$ cat config.mk
export PLATFORM = sky130hd
export DESIGN_NAME = strobe_timing_gen
export DESIGN_NICKNAME = d
export VERILOG_FILES = /design/src/rtl/strobe_timing_pkg.sv /design/src/rtl/strobe_timing_gen_ms_prescaler.sv /design/src/rtl/strobe_timing_gen.sv
export SDC_FILE = /design/constraint.sdc
export NUM_CORES = 1
export LEC_CHECK = 0
export BUFFER_PORTS_ARGS = -buffer_cell sky130_fd_sc_hd__buf_2
export CAP_MARGIN = 20
export CORE_ASPECT_RATIO = 1.75
export CORE_UTILIZATION = 52
export CTS_CLUSTER_SIZE = 30
export DETAILED_ROUTE_END_ITERATION = 16
export GPL_TIMING_DRIVEN = 0
export PLACE_DENSITY = 0.77
export SYNTH_ARGS = -nofsm -noshare
export SYNTH_HDL_FRONTEND = slang
export SYNTH_SLANG_ARGS = --single-unit
$ cat constraint.sdc
create_clock -name sys_clk -period 3.17 [get_ports sys_clk]
set_clock_uncertainty 0.2 [all_clocks]
set_input_delay 0.4755 -clock sys_clk [delete_from_list [all_inputs] [get_ports sys_clk]]
set_output_delay 0.4755 -clock sys_clk [all_outputs]
set_load 0.02 [all_outputs]
$ cat src/rtl/strobe_timing_pkg.sv
// strobe_timing_pkg: shared state encoding, trigger modes and register width for the strobe timing block.
package strobe_timing_pkg;
  localparam int CFG_W = 16;
  localparam logic [CFG_W-1:0] TRIGMODE_FREERUN = 16'd0;
  localparam logic [CFG_W-1:0] TRIGMODE_EXT = 16'd1;
  typedef enum logic [1:0] {IDLE = 2'd0, DELAY = 2'd1, INTEGRATE = 2'd2} state_e;
endpackage

$ cat src/rtl/strobe_timing_gen_ms_prescaler.sv
// ms_prescaler: divides sys_clk down to a one-cycle tick every CYCLES_PER_MS cycles, with sync restart.
module ms_prescaler #(
  parameter int CYCLES_PER_MS = 48000
) (
  input  logic sys_clk,
  input  logic sys_rst_n,
  input  logic restart,
  output logic tick
);
  localparam int W = $clog2(CYCLES_PER_MS);
  localparam logic [W-1:0] LAST = W'(CYCLES_PER_MS - 1);
  logic [W-1:0] cnt;
  assign tick = cnt == LAST;
  always_ff @(posedge sys_clk or negedge sys_rst_n)
    if (!sys_rst_n) cnt <= '0;
    else cnt <= (restart || tick) ? '0 : cnt + 1'b1;
endmodule

$ cat src/rtl/strobe_timing_gen.sv
// strobe_timing_gen: integration window FSM, single/continuous lamp strobes and external trigger handling
// driven by the SPI timing registers.
module strobe_timing_gen
  import strobe_timing_pkg::*;
#(
  parameter int CYCLES_PER_MS = 48000,
  parameter int MS_W = 16
) (
  input  logic             sys_clk,
  input  logic             sys_rst_n,
  input  logic [CFG_W-1:0] cfg_intclock,
  input  logic [CFG_W-1:0] cfg_trigdelay,
  input  logic [CFG_W-1:0] cfg_trigmode,
  input  logic [CFG_W-1:0] cfg_sslowdelay,
  input  logic [CFG_W-1:0] cfg_sshighdelay,
  input  logic [CFG_W-1:0] cfg_lampenable,
  input  logic [CFG_W-1:0] cfg_countbase,
  input  logic [CFG_W-1:0] cfg_strbcount,
  input  logic             ext_trig_in,
  output logic             integ_active,
  output logic             integ_start,
  output logic             integ_end,
  output logic             single_strobe,
  output logic             cont_strobe,
  output logic             trigger,
  output logic             trig_overrun,
  output logic [MS_W-1:0]  ms_count
);
  state_e state;
  logic s1, s2, s3, edge_p, ext_mode, tick, go_int, go_dly, base_tick, lamp, lamp_unused;
  logic [MS_W-1:0] intg_sh, low_sh, high_sh, dly_sh, dly_cnt;
  logic [CFG_W-1:0] cb_cnt, sc_cnt, cb_last;
  assign lamp = cfg_lampenable[0];
  assign lamp_unused = ^cfg_lampenable[CFG_W-1:1];
  assign edge_p = s2 & ~s3;
  assign ext_mode = cfg_trigmode == TRIGMODE_EXT;
  assign integ_active = state == INTEGRATE;
  assign go_dly = state == IDLE && ext_mode && edge_p && cfg_trigdelay != '0;
  assign go_int = (state == IDLE && (!ext_mode || (edge_p && cfg_trigdelay == '0)))
               || (state == DELAY && tick && dly_cnt == dly_sh - 1'b1);
  assign integ_end = integ_active && tick && ms_count == intg_sh - 1'b1;
  assign cb_last = (cfg_countbase == '0) ? '0 : cfg_countbase - 1'b1;
  assign base_tick = cb_cnt >= cb_last;
  ms_prescaler #(.CYCLES_PER_MS(CYCLES_PER_MS)) u_ms (
    .sys_clk(sys_clk),
    .sys_rst_n(sys_rst_n),
    .restart(go_int | go_dly),
    .tick(tick)
  );
  // trigger is registered so it lines up with the first DELAY cycle
  always_ff @(posedge sys_clk or negedge sys_rst_n)
    if (!sys_rst_n) begin
      state <= IDLE;
      {s3, s2, s1} <= '0;
      {integ_start, trigger, trig_overrun, single_strobe} <= '0;
      {intg_sh, low_sh, high_sh, dly_sh, dly_cnt, ms_count} <= '0;
    end else begin
      {s3, s2, s1} <= {s2, s1, ext_trig_in};
      integ_start <= go_int;
      trigger <= state == IDLE && ext_mode && edge_p;
      trig_overrun <= state != IDLE && edge_p;
      single_strobe <= lamp && integ_active && ms_count >= high_sh && ms_count < low_sh;
      state <= go_int ? INTEGRATE : go_dly ? DELAY : integ_end ? IDLE : state;
      if (go_int) begin
        intg_sh <= (cfg_intclock == '0) ? MS_W'(1) : MS_W'(cfg_intclock);
        low_sh <= MS_W'(cfg_sslowdelay);
        high_sh <= MS_W'(cfg_sshighdelay);
        ms_count <= '0;
      end else if (integ_active && tick && ms_count != '1) ms_count <= ms_count + 1'b1;
      if (go_dly) begin
        dly_sh <= MS_W'(cfg_trigdelay);
        dly_cnt <= '0;
      end else if (state == DELAY && tick) dly_cnt <= dly_cnt + 1'b1;
    end
  always_ff @(posedge sys_clk or negedge sys_rst_n)
    if (!sys_rst_n) {cb_cnt, sc_cnt, cont_strobe} <= '0;
    else if (!lamp) {cb_cnt, sc_cnt, cont_strobe} <= '0;
    else begin
      cb_cnt <= base_tick ? '0 : cb_cnt + 1'b1;
      if (cfg_strbcount == '0) sc_cnt <= '0;
      else if (base_tick) sc_cnt <= (sc_cnt >= cfg_strbcount - 1'b1) ? '0 : sc_cnt + 1'b1;
      cont_strobe <= cfg_strbcount != '0 && sc_cnt == '0;
    end
endmodule

## Word level (Yosys, flattened, before mapping)

Index checks and enable logic that the tools add are counted.

| storage, ports and cells | value |
|---|---|
| register bits after elaboration | 154 |
| input bits | 131 |
| output and inout port bits | 23 |
| word-level logic and storage cells | 90 |

| operators by class | value |
|---|---|
| add/sub/neg operators | 9 |
| order comparisons | 4 |
| equality and inequality tests | 8 |
| mux-type cells | 17 |
| bitwise operators | 3 |
| reductions and logical operators | 31 |

Operators by type and width:

| operator | number |
|---|---|
| two-way mux 16 bit | 13 |
| adder 16 x 1 -> 16 bit, second input constant | 5 |
| logical NOT 16 bit | 5 |
| subtractor 16 x 1 -> 16 bit, second input constant | 4 |
| greater-or-equal comparator 16 bit | 3 |
| equality test 16 bit | 2 |
| nonzero test 16 bit | 2 |
| equality test 16 x 1 -> 1 bit, second input constant | 1 |
| equality test 16 bit, second input constant | 1 |
| less-than comparator 16 bit | 1 |
| inequality test 16 bit, second input constant | 1 |
| logical AND 1 bit | 15 |
| two-way mux 2 bit | 3 |
| nonzero test 2 bit | 3 |
| logical OR 1 bit | 3 |
| inequality test 3 x 1 -> 1 bit, second input constant | 1 |
| nonzero test 3 bit | 1 |
| equality test 2 x 1 -> 1 bit, second input constant | 1 |
| equality test 2 bit, second input constant | 1 |
| logical NOT 2 bit | 1 |
| bitwise AND 1 bit | 1 |
| logical NOT 1 bit | 1 |
| two-way mux 1 bit | 1 |
| NOT 1 bit | 1 |
| bitwise OR 1 bit | 1 |

## Logic depth before layout (Yosys ltp)

Gate-level depths: netlist of run 1.

| logic depth | value |
|---|---|
| depth in word-level cells | 9 |
| depth in mapped cells | 16 |
| depth with buffers taken out | 15 |

## By module

From an unflattened synthesis of run 1, not the netlist that was laid out.

| unflattened totals | value |
|---|---|
| cells, all modules | 1061 |
| area, all modules | 9980.8 µm² |

By module, submodules not included:

| module | times used | cells each | area each (µm²) | seq. area each (µm²) |
|---|---|---|---|---|
| strobe_timing_gen | 1 | 982 | 9151.3 | 3453.3 |
| ms_prescaler | 1 | 79 | 829.5 | 400.4 |

## Least setup slack after synthesis of run 1

Ideal clock, no wire load.

| path | value |
|---|---|
| path kind | input port to flip-flop |
| start | input cfg_countbase[11] |
| end | register sc_cnt[10] |
| setup time | 121 ps |
| data arrival time | 3855 ps |
| data required time | 2849 ps |
| path slack | -1006 ps |
| stages on the path | 14 |
| path through | or4_1 -> nor3_1 -> nand3_1 -> xnor2_1 -> nand2_1 -> ha_1 -> and3_1 -> a221o_1 -> a2111o_1 -> a41o_1 -> a21oi_1 -> nor2b_1 -> clkbuf_1 -> a22o_1 |

| between the ends | value |
|---|---|
| word-level cells in the longest chain between the ends | 4 |

Ends and longest elaborated chain:

| item | line | source |
|---|---|---|
| start, declared | strobe_timing_gen.sv:17 | `input logic [CFG_W-1:0] cfg_countbase,` |
| subtractor 16 x 1 -> 16 bit or logical NOT 16 bit (tied branches) | strobe_timing_gen.sv:42 | `assign cb_last = (cfg_countbase == '0) ? '0 : cfg_countbase - 1'b1;` |
| two-way mux 16 bit (*) | strobe_timing_gen.sv:42 |  |
| greater-or-equal comparator 16 bit (*) | strobe_timing_gen.sv:43 | `assign base_tick = cb_cnt >= cb_last;` |
| inequality test 3 x 1 -> 1 bit (no source line) (*) | n/a |  |
| end signal, assigned | strobe_timing_gen.sv:81 | `else if (base_tick) sc_cnt <= (sc_cnt >= cfg_strbcount - 1'b1) ? '0 : sc_cnt + 1'b1;` |
| end, declared | strobe_timing_gen.sv:32 | `logic [CFG_W-1:0] cb_cnt, sc_cnt, cb_last;` |

Every way passes the cells marked *; elsewhere a longest branch is shown, timed or not.
A chain may end at the register's enable or synchronous reset.

## Final worst setup path of run 1

| path | value |
|---|---|
| start | register intg_sh[8] |
| end | output integ_end |

| between the ends | value |
|---|---|
| word-level cells in the longest chain between the ends | 3 |

Ends and longest elaborated chain:

| item | line | source |
|---|---|---|
| start, declared | strobe_timing_gen.sv:31 | `logic [MS_W-1:0] intg_sh, low_sh, high_sh, dly_sh, dly_cnt;` |
| start signal, assigned | strobe_timing_gen.sv:65 | `intg_sh <= (cfg_intclock == '0) ? MS_W'(1) : MS_W'(cfg_intclock);` |
| subtractor 16 x 1 -> 16 bit | strobe_timing_gen.sv:41 | `assign integ_end = integ_active && tick && ms_count == intg_sh - 1'b1;` |
| equality test 16 bit | strobe_timing_gen.sv:41 |  |
| logical AND 1 bit | strobe_timing_gen.sv:41 |  |
| end, declared | strobe_timing_gen.sv:22 | `output logic integ_end,` |

Every way passes these cells.

==> reports/summary.json, run 1 <==
{
  "met1_usage": {"value": 27.90, "unit": "%"},
  "achievable-frequency": {"value": 0.2721, "unit": "GHz"},
  "place_inst": {"value": 1420},
  "synth-compound-area-share": {"value": 8.990, "unit": "%"},
  "synthArstFlopShare": {"value": 100.0, "unit": "%"},
  "via_per_inst": {"value": 5.831},
  "powerDensity": {"value": 390.3, "unit": "nW/um^2"},
  "tritoncts_clock_tree": {"value": "yes"},
  "clock-sinks": {"value": 154},
  "antennaDiodeCount": {"value": 0},
  "synth_top_family_by_area": {"value": "simple AND/OR/NAND/NOR gates"},
  "floorplan.rows": {"value": 66},
  "grt_remaining_overflow": {"value": 0},
  "grt_util_met2": {"value": 51.97, "unit": "%"},
  "die_w": {"value": 106.4, "unit": "microns"},
  "detailed_place_hpwl": {"value": 18290, "unit": "microns"},
  "clk_root_buffer_cell": {"value": "clkbuf_16"},
  "layout.nets": {"value": 1458},
  "synth.lib_cells_used.distinct": {"value": 64},
  "report.final.slew_viol_count": {"value": 0},
  "synth-warning-count": {"value": 0},
  "synth_xor_area_share": {"value": 10.59, "unit": "%"},
  "routed_wire_length_per_instance": {"value": 17.44, "unit": "microns"},
  "totalWireLength": {"value": 26220, "unit": "microns"},
  "synth_edf_count": {"value": 0},
  "worst_slew_pin_slew": {"value": 745.8, "unit": "ps"},
  "grt_pass1_vias": {"value": 9032},
  "clk_transition_reported_paths": {"value": 60, "unit": "ps"},
  "critPathSlowestCell": {"value": "or4_4"},
  "antenna_found_initial": {"value": 2},
  "cell_count_final_fillers_out": {"value": 1503},
  "final-hold-violation-count": {"value": 0},
  "failed_checks": {"value": "negative setup slack"},
  "main_synth_ff_type": {"value": "dfrtp_1"},
  "synth_fa_ha_area_share": {"value": 9.330, "unit": "%"},
  "clock_insertion_delay_worst_skew": {"value": 430, "unit": "ps"},
  "worstReg2RegStart": {"value": "dly_sh[2]$_DFFE_PN0P_"},
  "setup-violations-final": {"value": 79},
  "grt_start_max_net_pins": {"value": 80},
  "synth_simple_gate_area_share": {"value": 21.98, "unit": "%"},
  "cp-start-kind": {"value": "flip-flop"},
  "timing.max_cap.violations": {"value": 0},
  "worst_hold_path.num_cells": {"value": 3},
  "leakagePower": {"value": 0.005778, "unit": "uW"},
  "initial_core_util": {"value": 53.17, "unit": "%"},
  "grt_first_pass_wirelength": {"value": 42360, "unit": "microns"},
  "first_iter_violations": {"value": 420},
  "die_height": {"value": 184.7, "unit": "microns"},
  "hold-worst-slack": {"value": 54.23, "unit": "ps"},
  "cpPeakStageDelay": {"value": 500, "unit": "ps"},
  "biggest_fanout_along_the_worst_timing_path": {"value": 6},
  "register_area_share_after_synthesis": {"value": 38.83, "unit": "%"},
  "post_synthesis_cell_count": {"value": 1042},
  "timing.critical_path.buf_inv": {"value": 2},
  "status": {"value": "finished, violations left"},
  "numCtsBuffers": {"value": 17},
  "total_number_of_h_tree_levels": {"value": 4},
  "route.detailed.drc": {"value": 0},
  "synthesis.area": {"value": 9923, "unit": "sq um"},
  "gp_routability_congestion": {"value": 0.8762},
  "layout_common_cells": {"value": "dfrtp_1, buf_2, nand2_1"},
  "unrepaired_setup_endpoints_after_global_routing": {"value": "yes"},
  "port_buffers": {"value": 138},
  "design.die.area": {"value": 19660, "unit": "sq um"},
  "top_usage_layer": {"value": "met2"},
  "antenna_violating_nets_post_route": {"value": 0},
  "cts_max_path_buffers": {"value": 2},
  "class_of_the_tightest_hold_or_removal_check": {"value": "in2reg"},
  "crit_path_cell_trace": {"value": "or4_4, or4_4, buf_6, mux2i_1, mux2i_1, a211o_1, nor4_4, buf_4"},
  "maxSlewHeadroom": {"value": 50.28, "unit": "%"},
  "via_count": {"value": 8764},
  "floorplan.io_pins": {"value": 154},
  "gr-usage-met3": {"value": 4.137, "unit": "%"},
  "final.min_clock_period": {"value": 3676, "unit": "ps"},
  "critPathRequiredTime": {"value": 2490, "unit": "ps"},
  "timing.reg2reg.worst_path_depth": {"value": 9},
  "power.ir.vdd_worst": {"value": 0.4292, "unit": "mV"},
  "number_of_cells_on_the_critical_path": {"value": 8},
  "ys_seq_elements": {"value": 154},
  "drt_first_pass_iters": {"value": 8},
  "endpoint_kind": {"value": "output pin"},
  "share_of_synthesized_area_spent_on_multiplexers": {"value": 6.784, "unit": "%"},
  "critical_path_arrival": {"value": 3000, "unit": "ps"},
  "setup.worst_path.start": {"value": "intg_sh[8]$_DFFE_PN0N_"},
  "post-route-worst-setup-slack": {"value": -505.8, "unit": "ps"},
  "postSynthAreaPerCell": {"value": 9.523, "unit": "sq um"},
  "path_delay_family": {"value": "simple AND/OR/NAND/NOR gates"},
  "layout_commonest_cell": {"value": "dfrtp_1"},
  "final_min_period_over_clock_period": {"value": 116.0, "unit": "%"},
  "area_delta_synth_final": {"value": 29.33, "unit": "%"},
  "floorplan.core_area": {"value": 18660, "unit": "sq um"},
  "gr-usage-all-layers": {"value": 27.50, "unit": "%"},
  "critPathKind": {"value": "reg2out"},
  "hold_start": {"value": "cfg_trigdelay[14]"},
  "synthesis.nets": {"value": 1247},
  "post_route_cells_drive_above_1_share": {"value": 28.38, "unit": "%"}
}
## flip-flops by register name, indices dropped and copies added (netlist names), 2 cells and up
| signal | count |
|---|---|
| cb_cnt | 16 |
| dly_cnt | 16 |
| dly_sh | 16 |
| high_sh | 16 |
| intg_sh | 16 |
| low_sh | 16 |
| ms_count | 16 |
| sc_cnt | 16 |
| u_ms.cnt | 16 |
| state | 2 |
## worst register-to-register path, cell delays in order (launching register included)
cell	delay [ps]
dfrtp_2	410
or4_4	550
or4_4	450
or4_4	460
a32oi_4	240
a41oi_4	160
buf_6	170
buf_12	150
buf_12	150
mux2_4	290
## cells in the mapped netlist (4+ instances only)
library cell	count	area share, %
a211oi_1	6	0.45
a21o_1	24	1.8
a21oi_1	22	1.1
a22o_1	13	1.1
and3_1	13	0.82
and4_1	7	0.62
buf_6	5	0.57
clkbuf_1	16	0.61
dfrtp_1	154	39
ha_1	74	9.3
inv_1	54	2.0
mux2_2	34	3.9
mux2_4	14	2.1
mux2i_1	8	0.81
nand2_1	106	4.0
nand2b_1	18	1.1
nand3_1	44	2.2
nand4_1	22	1.4
nor2_1	113	4.3
nor2b_1	6	0.38
nor3_1	23	1.2
nor3b_1	4	0.30
nor4_1	29	1.8
nor4b_1	4	0.35
o21ai_0	23	1.2
or2_2	5	0.32
or3_1	12	0.76
or4_1	15	1.1
xnor2_1	53	4.7
xor2_1	67	5.9
## cell type report
class                   count  area [sq um]
plain buffers              21         210.2
clock buffers              19         432.9
clock inverters            12         246.5
fillers                  1458          5829
inverters                  55         219.0
multi-input cells         808          6166
flip-flops and latches    154          3861
well taps                 238         297.8
repair buffers            195          1391
repair inverters            1         8.758
## what timing repair did
item,in CTS,in global routing
resized for setup,80,59
hold buffers,2,0
hold endpoints to repair,79,0
cloned,7,3
pin swaps,24,22
buffers inserted,30,15
setup endpoints to repair,116,105
## power breakdown
| group | switching (uW) | internal [uW] |
|---|---|---|
| Sequential | 78.8 | 2020 |
| Combinational | 277 | 265 |
| Clock | 819 | 1550 |
## layer usage
layer / wire length (microns) / up-vias
met5: 24 / -
met2: 14430 / 284
met4: 1400 / 4
met1: 9374 / 4248
met3: 993 / 108
li1: - / 4120
## worst paths after layout
kind | endpoint | slack, ps
hold / removal | dly_sh[14]$_DFFE_PN0P_ | 50
setup / recovery | integ_end | -510
min in group asynchronous | u_ms.cnt[11]$_DFF_PN0_ | 470
hold reg to reg | s2$_DFF_PN0_ | 160
setup reg to reg | high_sh[3]$_DFFE_PN0N_ | -170
max in group asynchronous | sc_cnt[7]$_DFFE_PN0P_ | 1460
## per-stage QoR
step	total power (uW)	cell area, sq um	util (%)	worst slack (ps)	setup TNS (ps)
5_1_grt	5196	12830	68.77	-645.1	-21280
3_5_place_dp	2585	11050	59.20	-1116	-59110
4_1_cts	4997	12480	66.88	-557.0	-16760
2_1_floorplan	2360	10020	-	-639.0	-16220
3_3_place_gp	2558	11010	58.99	-1048	-194630
6_report	5009	12830	68.77	-505.8	-14200
## logic make-up after synthesis
| group | after synthesis |
|---|---|
| AND/OR/NAND/NOR | 435 |
| flip-flops | 154 |
| AO/OA/AOI/OAI | 123 |
| XOR/XNOR | 120 |
| buffers and inverters | 80 |
| adder cells (fa/ha/maj) | 74 |
| multiplexers | 56 |
(Power assumes the default switching activity.)
==> run 2, diff against run 1 <==
--- a/config.mk
+++ b/config.mk
@@ -9,6 +9,7 @@
 export CAP_MARGIN = 20
 export CORE_ASPECT_RATIO = 1.75
 export CORE_UTILIZATION = 52
+export CTS_CLUSTER_DIAMETER = 150
 export CTS_CLUSTER_SIZE = 30
 export DETAILED_ROUTE_END_ITERATION = 16
 export GPL_TIMING_DRIVEN = 0
==> constraint.sdc (replaced) <==
create_clock -name sys_clk -period 3.17 [get_ports sys_clk]
set_clock_uncertainty 0.2 [all_clocks]
set_input_delay 0 -clock sys_clk [delete_from_list [all_inputs] [get_ports sys_clk]]
set_output_delay 0 -clock sys_clk [all_outputs]
set_load 0.02 [all_outputs]
==> reports/summary.json, run 2 (synthesized netlist as in run 1, its figures left out) <==
{
  "unrepaired_setup_endpoints_after_global_routing": {"value": "yes", "change": "unchanged"},
  "critical_path_arrival": {"value": 3460, "unit": "ps", "change": "was 3000 ps"},
  "biggest_fanout_along_the_worst_timing_path": {"value": 7, "change": "was 6"},
  "route.detailed.drc": {"value": 0, "change": "unchanged"},
  "timing.max_cap.violations": {"value": 0, "change": "unchanged"},
  "setup-violations-final": {"value": 82, "change": "was 79"},
  "antennaDiodeCount": {"value": 0, "change": "unchanged"},
  "area_delta_synth_final": {"value": 33.95, "unit": "%", "change": "was 29.33%"},
  "hold_start": {"value": "ext_trig_in", "change": "was cfg_trigdelay[14]"},
  "via_count": {"value": 9064, "change": "was 8764"},
  "grt_pass1_vias": {"value": 9124, "change": "was 9032"},
  "hold-worst-slack": {"value": 61.72, "unit": "ps", "change": "was 54.23 ps"},
  "antenna_violating_nets_post_route": {"value": 0, "change": "unchanged"},
  "grt_first_pass_wirelength": {"value": 41850, "unit": "microns", "change": "was 42360 microns"},
  "die_w": {"value": 106.4, "unit": "microns", "change": "unchanged"},
  "achievable-frequency": {"value": 0.2992, "unit": "GHz", "change": "was 0.2721 GHz"},
  "detailed_place_hpwl": {"value": 17840, "unit": "microns", "change": "was 18290 microns"},
  "layout.nets": {"value": 1522, "change": "was 1458"},
  "clock-sinks": {"value": 154, "change": "unchanged"},
  "gr-usage-all-layers": {"value": 27.07, "unit": "%", "change": "was 27.50%"},
  "report.final.slew_viol_count": {"value": 0, "change": "unchanged"},
  "maxSlewHeadroom": {"value": 53.18, "unit": "%", "change": "was 50.28%"},
  "worstReg2RegStart": {"value": "dly_sh[1]$_DFFE_PN0P_", "change": "was dly_sh[2]$_DFFE_PN0P_"},
  "multiInputGateArea": {"value": 6095, "unit": "sq um", "change": "was 6166 sq um"},
  "timing.reg2reg.setup_slack": {"value": -170, "unit": "ps", "change": "about the same"},
  "seq_area": {"value": 3857, "unit": "sq um", "change": "was 3861 sq um"},
  "final.min_clock_period": {"value": 3342, "unit": "ps", "change": "was 3676 ps"},
  "worst_slew_pin_slew": {"value": 696.9, "unit": "ps", "change": "was 745.8 ps"},
  "final_min_period_over_clock_period": {"value": 105.4, "unit": "%", "change": "was 116.0%"},
  "initial_core_util": {"value": 53.17, "unit": "%", "change": "unchanged"},
  "floorplan.io_pins": {"value": 154, "change": "unchanged"},
  "via_per_inst": {"value": 5.784, "change": "was 5.831"},
  "final.fill_count": {"value": 1354, "change": "was 1458"},
  "design.die.area": {"value": 19660, "unit": "sq um", "change": "unchanged"},
  "post_route_cells_drive_above_1_share": {"value": 27.01, "unit": "%", "change": "was 28.38%"},
  "tritoncts_clock_tree": {"value": "yes", "change": "unchanged"},
  "endpoint_kind": {"value": "flip-flop", "change": "was output pin"},
  "grt_start_max_net_pins": {"value": 99, "change": "was 80"},
  "layout_commonest_cell": {"value": "dfrtp_1", "change": "unchanged"},
  "post-route-worst-setup-slack": {"value": -172.4, "unit": "ps", "change": "was -505.8 ps"},
  "fin_total_pwr": {"value": 4648, "unit": "uW", "change": "was 5009 uW"},
  "floorplan.rows": {"value": 66, "change": "unchanged"},
  "worst_hold_path.num_cells": {"value": 2, "change": "was 3"},
  "floorplan.core_area": {"value": 18660, "unit": "sq um", "change": "unchanged"},
  "cp-start-kind": {"value": "flip-flop", "change": "unchanged"},
  "die_height": {"value": 184.7, "unit": "microns", "change": "unchanged"},
  "numCtsBuffers": {"value": 17, "change": "unchanged"},
  "routed_wire_length_per_instance": {"value": 17.62, "unit": "microns", "change": "was 17.44 microns"},
  "antenna_found_initial": {"value": 0, "change": "was 2"},
  "class_of_the_tightest_hold_or_removal_check": {"value": "in2reg", "change": "unchanged"},
  "layout_common_cells": {"value": "dfrtp_1, buf_2, nand2_1", "change": "unchanged"},
  "grt_remaining_overflow": {"value": 0, "change": "unchanged"},
  "totalWireLength": {"value": 27610, "unit": "microns", "change": "was 26220 microns"},
  "leakagePower": {"value": 0.006023, "unit": "uW", "change": "was 0.005778 uW"},
  "clk_root_buffer_cell": {"value": "clkbuf_16", "change": "unchanged"},
  "failed_checks": {"value": "negative setup slack", "change": "unchanged"},
  "port_buffers": {"value": 138, "change": "unchanged"},
  "clk_transition_reported_paths": {"value": 60, "unit": "ps", "change": "about the same"},
  "cts_max_path_buffers": {"value": 2, "change": "unchanged"},
  "min_delay_worst_endpoint": {"value": "s1$_DFF_PN0_", "change": "was dly_sh[14]$_DFFE_PN0P_"},
  "status": {"value": "finished, violations left", "change": "unchanged"},
  "drt_first_pass_iters": {"value": 5, "change": "was 8"},
  "powerDensity": {"value": 349.6, "unit": "nW/um^2", "change": "was 390.3 nW/um^2"},
  "gp_routability_congestion": {"value": 0.8725, "change": "was 0.8762"},
  "critPathRequiredTime": {"value": 3280, "unit": "ps", "change": "was 2490 ps"},
  "first_iter_violations": {"value": 369, "change": "was 420"},
  "power.ir.vdd_worst": {"value": 0.3584, "unit": "mV", "change": "was 0.4292 mV"},
  "total_number_of_h_tree_levels": {"value": 4, "change": "unchanged"},
  "timing.reg2reg.worst_path_depth": {"value": 8, "change": "was 9"},
  "clock_insertion_delay_worst_skew": {"value": 430, "unit": "ps", "change": "about the same"},
  "crit-reg2reg-capture": {"value": "high_sh[0]$_DFFE_PN0N_", "change": "was high_sh[3]$_DFFE_PN0N_"},
  "final-hold-violation-count": {"value": 0, "change": "unchanged"},
  "setup.worst_path.start": {"value": "dly_sh[1]$_DFFE_PN0P_", "change": "was intg_sh[8]$_DFFE_PN0N_"},
  "critPathKind": {"value": "reg2reg", "change": "was reg2out"}
}
[run 2: final cells by class]
| cell class | count | share of cell area, % |
|---|---|---|
| Inverter | 55 | 1.685 |
| Clock inverter | 13 | 0.9695 |
| Buffer | 23 | 1.788 |
| Timing Repair inverter | 1 | 0.1224 |
| Tap cell | 238 | 2.240 |
| Clock buffer | 18 | 3.304 |
| Multi-Input combinational cell | 808 | 45.85 |
| Sequential cell | 154 | 29.02 |
| Timing Repair Buffer | 257 | 15.02 |
[run 2: where the power goes]
part           switching, uW  total, uW  internal (uW)
Clock                    828       1990           1160
Sequential              78.7       2100           2020
Combinational            264        558            294
Total                   1170       4650           3480
[run 2: per-layer routing]
layer / share of wire, % / vias up / wire length [microns] / track usage [%]
met5: 0 / - / 0 / 0
met4: 5.4 / 0 / 1488 / 16.38
met3: 3.9 / 110 / 1065 / 4.950
met2: 55 / 295 / 15180 / 51.19
met1: 36 / 4410 / 9874 / 26.95
li1: - / 4249 / - / -
[run 2: what timing repair did]
action / in CTS / in global routing
endpoints found under the setup margin: 104 / 141
gates resized for setup: 28 / 98
hold endpoints to repair: 227 / 0
setup buffers: 14 / 20
cloned: 0 / 9
hold buffers: 75 / 0
pin swaps: 8 / 24
[run 2: per-stage QoR]
step | std cells | setup slack [ps] | utilization, % | TNS [ps] | cell area (sq um)
finish | 1567 | -172.4 | 71.23 | -7577 | 13290
global route | 1567 | -216.5 | 71.23 | -14180 | 13290
CTS | 1538 | -115.3 | 67.57 | -4411 | 12610
detailed placement | 1420 | -698.2 | 59.15 | -46280 | 11040
global placement | 1418 | -627.1 | 58.94 | -106050 | 11000
floorplan | 1042 | -181.5 | - | -2032 | 10010
[run 2: worst max path at each step]
stage	slack (ps)	cells after the start	to
global route	-220	11	high_sh[0]$_DFFE_PN0N_
detailed placement	-700	16	sc_cnt[10]$_DFFE_PN0P_
floorplan	-180	14	sc_cnt[10]$_DFFE_PN0P_
CTS	-120	8	low_sh[8]$_DFFE_PN0N_
global placement	-630	16	sc_cnt[10]$_DFFE_PN0P_
finish	-170	8	high_sh[0]$_DFFE_PN0N_
[run 2: worst max-delay path, stage by stage (launching register included)]
cell	delay, ps
dfrtp_1	400
or4_4	560
or4_4	440
or4_4	440
a32oi_4	290
a41oi_4	210
buf_12	230
buf_12	140
mux2_4	310
==> run 3, diff against run 2 <==
--- a/config.mk
+++ b/config.mk
@@ -5,15 +5,17 @@
 export SDC_FILE = /design/constraint.sdc
 export NUM_CORES = 1
 export LEC_CHECK = 0
+export ABC_AREA = 1
 export BUFFER_PORTS_ARGS = -buffer_cell sky130_fd_sc_hd__buf_2
 export CAP_MARGIN = 20
 export CORE_ASPECT_RATIO = 1.75
-export CORE_UTILIZATION = 52
+export CORE_UTILIZATION = 53
 export CTS_CLUSTER_DIAMETER = 150
 export CTS_CLUSTER_SIZE = 30
 export DETAILED_ROUTE_END_ITERATION = 16
 export GPL_TIMING_DRIVEN = 0
-export PLACE_DENSITY = 0.77
+export PLACE_DENSITY = 0.78
+export REMOVE_ABC_BUFFERS = 1
 export SYNTH_ARGS = -nofsm -noshare
 export SYNTH_HDL_FRONTEND = slang
 export SYNTH_SLANG_ARGS = --single-unit
==> reports/summary.json, run 3 <==
{
  "total_switching_power": {"value": 1142, "unit": "uW", "change": "was 1170 uW"},
  "gp_routability_congestion": {"value": 0.8601, "change": "was 0.8725"},
  "synthArstFlopShare": {"value": 100.0, "unit": "%", "change": "unchanged"},
  "endpoint_kind": {"value": "flip-flop", "change": "unchanged"},
  "initial_core_util": {"value": 53.93, "unit": "%", "change": "was 53.17%"},
  "critPathRequiredTime": {"value": 3280, "unit": "ps", "change": "about the same"},
  "powerDensity": {"value": 344.0, "unit": "nW/um^2", "change": "was 349.6 nW/um^2"},
  "cts_max_path_buffers": {"value": 2, "change": "unchanged"},
  "grt_first_pass_wirelength": {"value": 48310, "unit": "microns", "change": "was 41850 microns"},
  "report.final.slew_viol_count": {"value": 0, "change": "unchanged"},
  "power_frac_comb": {"value": 11.0, "unit": "%", "change": "was 12.0%"},
  "layout_common_cells": {"value": "nand2_1, inv_1, nor2_1", "change": "was dfrtp_1, buf_2, nand2_1"},
  "floorplan.rows": {"value": 69, "change": "was 66"},
  "port_buffers": {"value": 138, "change": "unchanged"},
  "numCtsBuffers": {"value": 17, "change": "unchanged"},
  "power.ir.vdd_worst": {"value": 0.3471, "unit": "mV", "change": "was 0.3584 mV"},
  "number_of_cells_on_the_critical_path": {"value": 15, "change": "was 8"},
  "crit_path_cell_trace": {"value": "inv_1, ha_1, inv_1, nor2_1, nand2_1, nand3_1, nand2_1, inv_1, nand3_1, nor2_2, nand3_4, nand2_8, inv_2, nand2_1, nand2_1", "change": "was or4_4, or4_4, or4_4, a32oi_4, a41oi_4, buf_12, buf_12, mux2_4"},
  "antenna_found_initial": {"value": 2, "change": "was 0"},
  "floorplan.core_area": {"value": 20200, "unit": "sq um", "change": "was 18660 sq um"},
  "setup-violations-final": {"value": 0, "change": "was 82"},
  "unrepaired_setup_endpoints_after_global_routing": {"value": "no", "change": "was yes"},
  "main_synth_ff_type": {"value": "dfrtp_1", "change": "unchanged"},
  "dpl_worst_slack": {"value": -755.2, "unit": "ps", "change": "was -698.2 ps"},
  "clock_insertion_delay_worst_skew": {"value": 430, "unit": "ps", "change": "about the same"},
  "post-synth-top-area-fraction": {"value": 35.37, "unit": "%", "change": "was 38.83%"},
  "layout.nets": {"value": 1944, "change": "was 1522"},
  "power.share.switching": {"value": 24.96, "unit": "%", "change": "was 25.18%"},
  "worst_hold_path.num_cells": {"value": 2, "change": "unchanged"},
  "area_delta_synth_final": {"value": 22.12, "unit": "%", "change": "was 33.95%"},
  "first_iter_violations": {"value": 705, "change": "was 369"},
  "final_util": {"value": 65.86, "unit": "%", "change": "was 71.23%"},
  "yosys.cell_count.top_type": {"value": "nand2_1", "change": "was dfrtp_1"},
  "gr-usage-all-layers": {"value": 29.40, "unit": "%", "change": "was 27.07%"},
  "critPathKind": {"value": "reg2reg", "change": "unchanged"},
  "floorplan.io_pins": {"value": 154, "change": "unchanged"},
  "synth_largest_area_cell": {"value": "dfrtp_1", "change": "unchanged"},
  "clk_root_buffer_cell": {"value": "clkbuf_16", "change": "unchanged"},
  "via_per_inst": {"value": 5.393, "change": "was 5.784"},
  "grt_remaining_overflow": {"value": 0, "change": "unchanged"},
  "path_delay_family": {"value": "simple AND/OR/NAND/NOR gates", "change": "unchanged"},
  "final-hold-violation-count": {"value": 0, "change": "unchanged"},
  "maxSlewHeadroom": {"value": 47.85, "unit": "%", "change": "was 53.18%"},
  "synth-warning-count": {"value": 0, "change": "unchanged"},
  "synthesis.area": {"value": 10890, "unit": "sq um", "change": "was 9923 sq um"},
  "layout_commonest_cell": {"value": "nand2_1", "change": "was dfrtp_1"},
  "clk_transition_reported_paths": {"value": 70, "unit": "ps", "change": "was 60 ps"},
  "route.detailed.drc": {"value": 0, "change": "unchanged"},
  "register_area_share_after_synthesis": {"value": 35.37, "unit": "%", "change": "was 38.83%"},
  "timing.reg2reg.setup_slack": {"value": 220, "unit": "ps", "change": "was -170 ps"},
  "post_route_cells_drive_above_1_share": {"value": 13.54, "unit": "%", "change": "was 27.01%"},
  "total_number_of_h_tree_levels": {"value": 4, "change": "unchanged"},
  "crit-reg2reg-capture": {"value": "intg_sh[9]$_DFFE_PN0N_", "change": "was high_sh[0]$_DFFE_PN0N_"},
  "biggest_fanout_along_the_worst_timing_path": {"value": 26, "change": "was 7"},
  "timing.critical_path.buf_inv": {"value": 4, "change": "was 2"},
  "cp-start-kind": {"value": "flip-flop", "change": "unchanged"},
  "ys_top_cells_by_count": {"value": "nand2_1, inv_1, nor2_1", "change": "was dfrtp_1, nor2_1, nand2_1"},
  "timing.reg2reg.worst_path_depth": {"value": 15, "change": "was 8"},
  "timing.max_cap.violations": {"value": 0, "change": "unchanged"},
  "power.sequential.fraction": {"value": 44.6, "unit": "%", "change": "was 45.1%"},
  "final.fill_count": {"value": 1710, "change": "was 1354"},
  "clockPowerShare": {"value": 44.4, "unit": "%", "change": "was 42.9%"},
  "tritoncts_clock_tree": {"value": "yes", "change": "unchanged"},
  "design.die.area": {"value": 21150, "unit": "sq um", "change": "was 19660 sq um"},
  "die_height": {"value": 191.7, "unit": "microns", "change": "was 184.7 microns"},
  "post_synthesis_cell_count": {"value": 1514, "change": "was 1042"},
  "post-route-worst-setup-slack": {"value": 219.9, "unit": "ps", "change": "was -172.4 ps"},
  "die_w": {"value": 110.4, "unit": "microns", "change": "was 106.4 microns"},
  "via_count": {"value": 10790, "change": "was 9064"},
  "routed_wire_length_per_instance": {"value": 14.94, "unit": "microns", "change": "was 17.62 microns"},
  "clock-sinks": {"value": 154, "change": "unchanged"},
  "drt_first_pass_iters": {"value": 6, "change": "was 5"},
  "final_min_period_over_clock_period": {"value": 93.06, "unit": "%", "change": "was 105.4%"},
  "totalWireLength": {"value": 29890, "unit": "microns", "change": "was 27610 microns"},
  "cell_with_the_most_instances_on_the_worst_path": {"value": "nand2_1", "change": "was or4_4"},
  "seq_area": {"value": 3854, "unit": "sq um", "change": "was 3857 sq um"},
  "critical_path_arrival": {"value": 3060, "unit": "ps", "change": "was 3460 ps"},
  "min_delay_worst_endpoint": {"value": "s1$_DFF_PN0_", "change": "unchanged"},
  "class_of_the_tightest_hold_or_removal_check": {"value": "in2reg", "change": "unchanged"},
  "detailed_place_hpwl": {"value": 20880, "unit": "microns", "change": "was 17840 microns"},
  "status": {"value": "finished clean", "change": "was finished, violations left"},
  "ys_seq_elements": {"value": 154, "change": "unchanged"},
  "achievable-frequency": {"value": 0.3390, "unit": "GHz", "change": "was 0.2992 GHz"},
  "hold_start": {"value": "ext_trig_in", "change": "unchanged"},
  "grt_pass1_vias": {"value": 10780, "change": "was 9124"},
  "leakagePower": {"value": 0.006818, "unit": "uW", "change": "was 0.006023 uW"},
  "final.min_clock_period": {"value": 2950, "unit": "ps", "change": "was 3342 ps"},
  "grt_start_max_net_pins": {"value": 105, "change": "was 99"},
  "antenna_violating_nets_post_route": {"value": 0, "change": "unchanged"},
  "worst_slew_pin_slew": {"value": 780.4, "unit": "ps", "change": "was 696.9 ps"},
  "multiInputGateArea": {"value": 6162, "unit": "sq um", "change": "was 6095 sq um"},
  "synth.lib_cells_used.distinct": {"value": 42, "change": "was 64"},
  "postSynthAreaPerCell": {"value": 7.196, "unit": "sq um", "change": "was 9.523 sq um"},
  "internal-power": {"value": 3435, "unit": "uW", "change": "was 3477 uW"},
  "synth.top_cells.by_area": {"value": "dfrtp_1, nand2_1, ha_1", "change": "was dfrtp_1, ha_1, xor2_1"},
  "cpPeakStageDelay": {"value": 450, "unit": "ps", "change": "was 560 ps"},
  "setup_tns": {"value": 0, "unit": "ps", "change": "was -7577 ps"},
  "critPathSlowestCell": {"value": "dfrtp_1", "change": "was or4_4"},
  "synth_edf_count": {"value": 0, "change": "unchanged"},
  "worstReg2RegStart": {"value": "dly_sh[0]$_DFFE_PN0P_", "change": "was dly_sh[1]$_DFFE_PN0P_"}
}
[run 3: changes by cell type in the layout (fill, tap and decap cells not counted), sizes merged, moves of 18 or more]
cell and change:
a21o -23, a21oi +28, buf -44, inv +165, mux2 -48, nand2 +277, nand2b -18, nand3 +44
nor2 +83, nor3 +36, o21ai +81, xnor2 -25
[run 3: worst max path at each step]
stage | from | to | slack [ps]
floorplan | cfg_countbase[0] | sc_cnt[2]$_DFFE_PN0P_ | 100
global placement | cfg_countbase[0] | sc_cnt[14]$_DFFE_PN0P_ | -720
detailed placement | cfg_countbase[0] | sc_cnt[14]$_DFFE_PN0P_ | -760
CTS | dly_sh[0]$_DFFE_PN0P_ | high_sh[0]$_DFFE_PN0N_ | -3
global route | cfg_countbase[2] | cb_cnt[5]$_DFF_PN0_ | 20
finish | dly_sh[0]$_DFFE_PN0P_ | intg_sh[9]$_DFFE_PN0N_ | 220
[run 3: through the flow]
stage / area, sq um / std cells / total power (uW) / hold slack, ps
final: 13300 / 2001 / 4577 / 9.524
after global routing: 13300 / 2000 / 4760 / 18.01
after CTS: 13190 / 1992 / 4595 / 7.085
after detailed placement: 11790 / 1883 / 2490 / -170.5
after global placement: 11750 / 1881 / 2468 / -87.21
after floorplan: 10750 / 1495 / 2289 / -495.6
[run 3: kinds of logic (layout without fill, tap and decap cells)]
family,after synthesis,count (layout),share of synthesized area [%]
buffers and inverters,240,475,8.912
other,0,2,0
DFF,154,154,35.37
AOI/OAI and AO/OA,171,171,9.154
xor gates and xnor gates,82,82,6.592
adders and majority gates,74,74,8.499
and+or+nand+nor,793,795,31.47
[run 3: power by group through the flow]
stage / logic, uW / clock network [uW] / registers [uW]
2_1_floorplan: 219 / 0 / 2070
3_3_place_gp: 395 / 0 / 2070
3_5_place_dp: 415 / 0 / 2080
4_1_cts: 493 / 2060 / 2040
5_1_grt: 574 / 2140 / 2040
6_report: 503 / 2030 / 2040
[run 3: repair_timing]
action / in CTS / in global routing
setup endpoints to repair: 80 / 115
hold buffers: 78 / 0
setup buffers: 0 / 4
cloned: 0 / 2
endpoints found under the hold margin: 239 / 0
gates resized for setup: 4 / 9
pin swaps: 0 / 3
[run 3: final cells by class]
type / count / share of cell area [%]
Tap cell: 248 / 2.332
Clock inverter: 11 / 0.9217
Clock buffer: 20 / 3.433
Sequential cell: 154 / 28.97
Antenna cell: 2 / 0.03762
Multi-Input combinational cell: 1122 / 46.32
Timing Repair Buffer: 223 / 11.75
Inverter: 221 / 6.245
[run 3: per-layer routing]
metal	up-vias	wire length, microns	GRT usage (%)
li1	5324	-	-
met1	5054	11230	30.68
met2	312	16040	53.70
met3	101	1236	5.497
met4	0	1378	16.40
met5	-	0	0
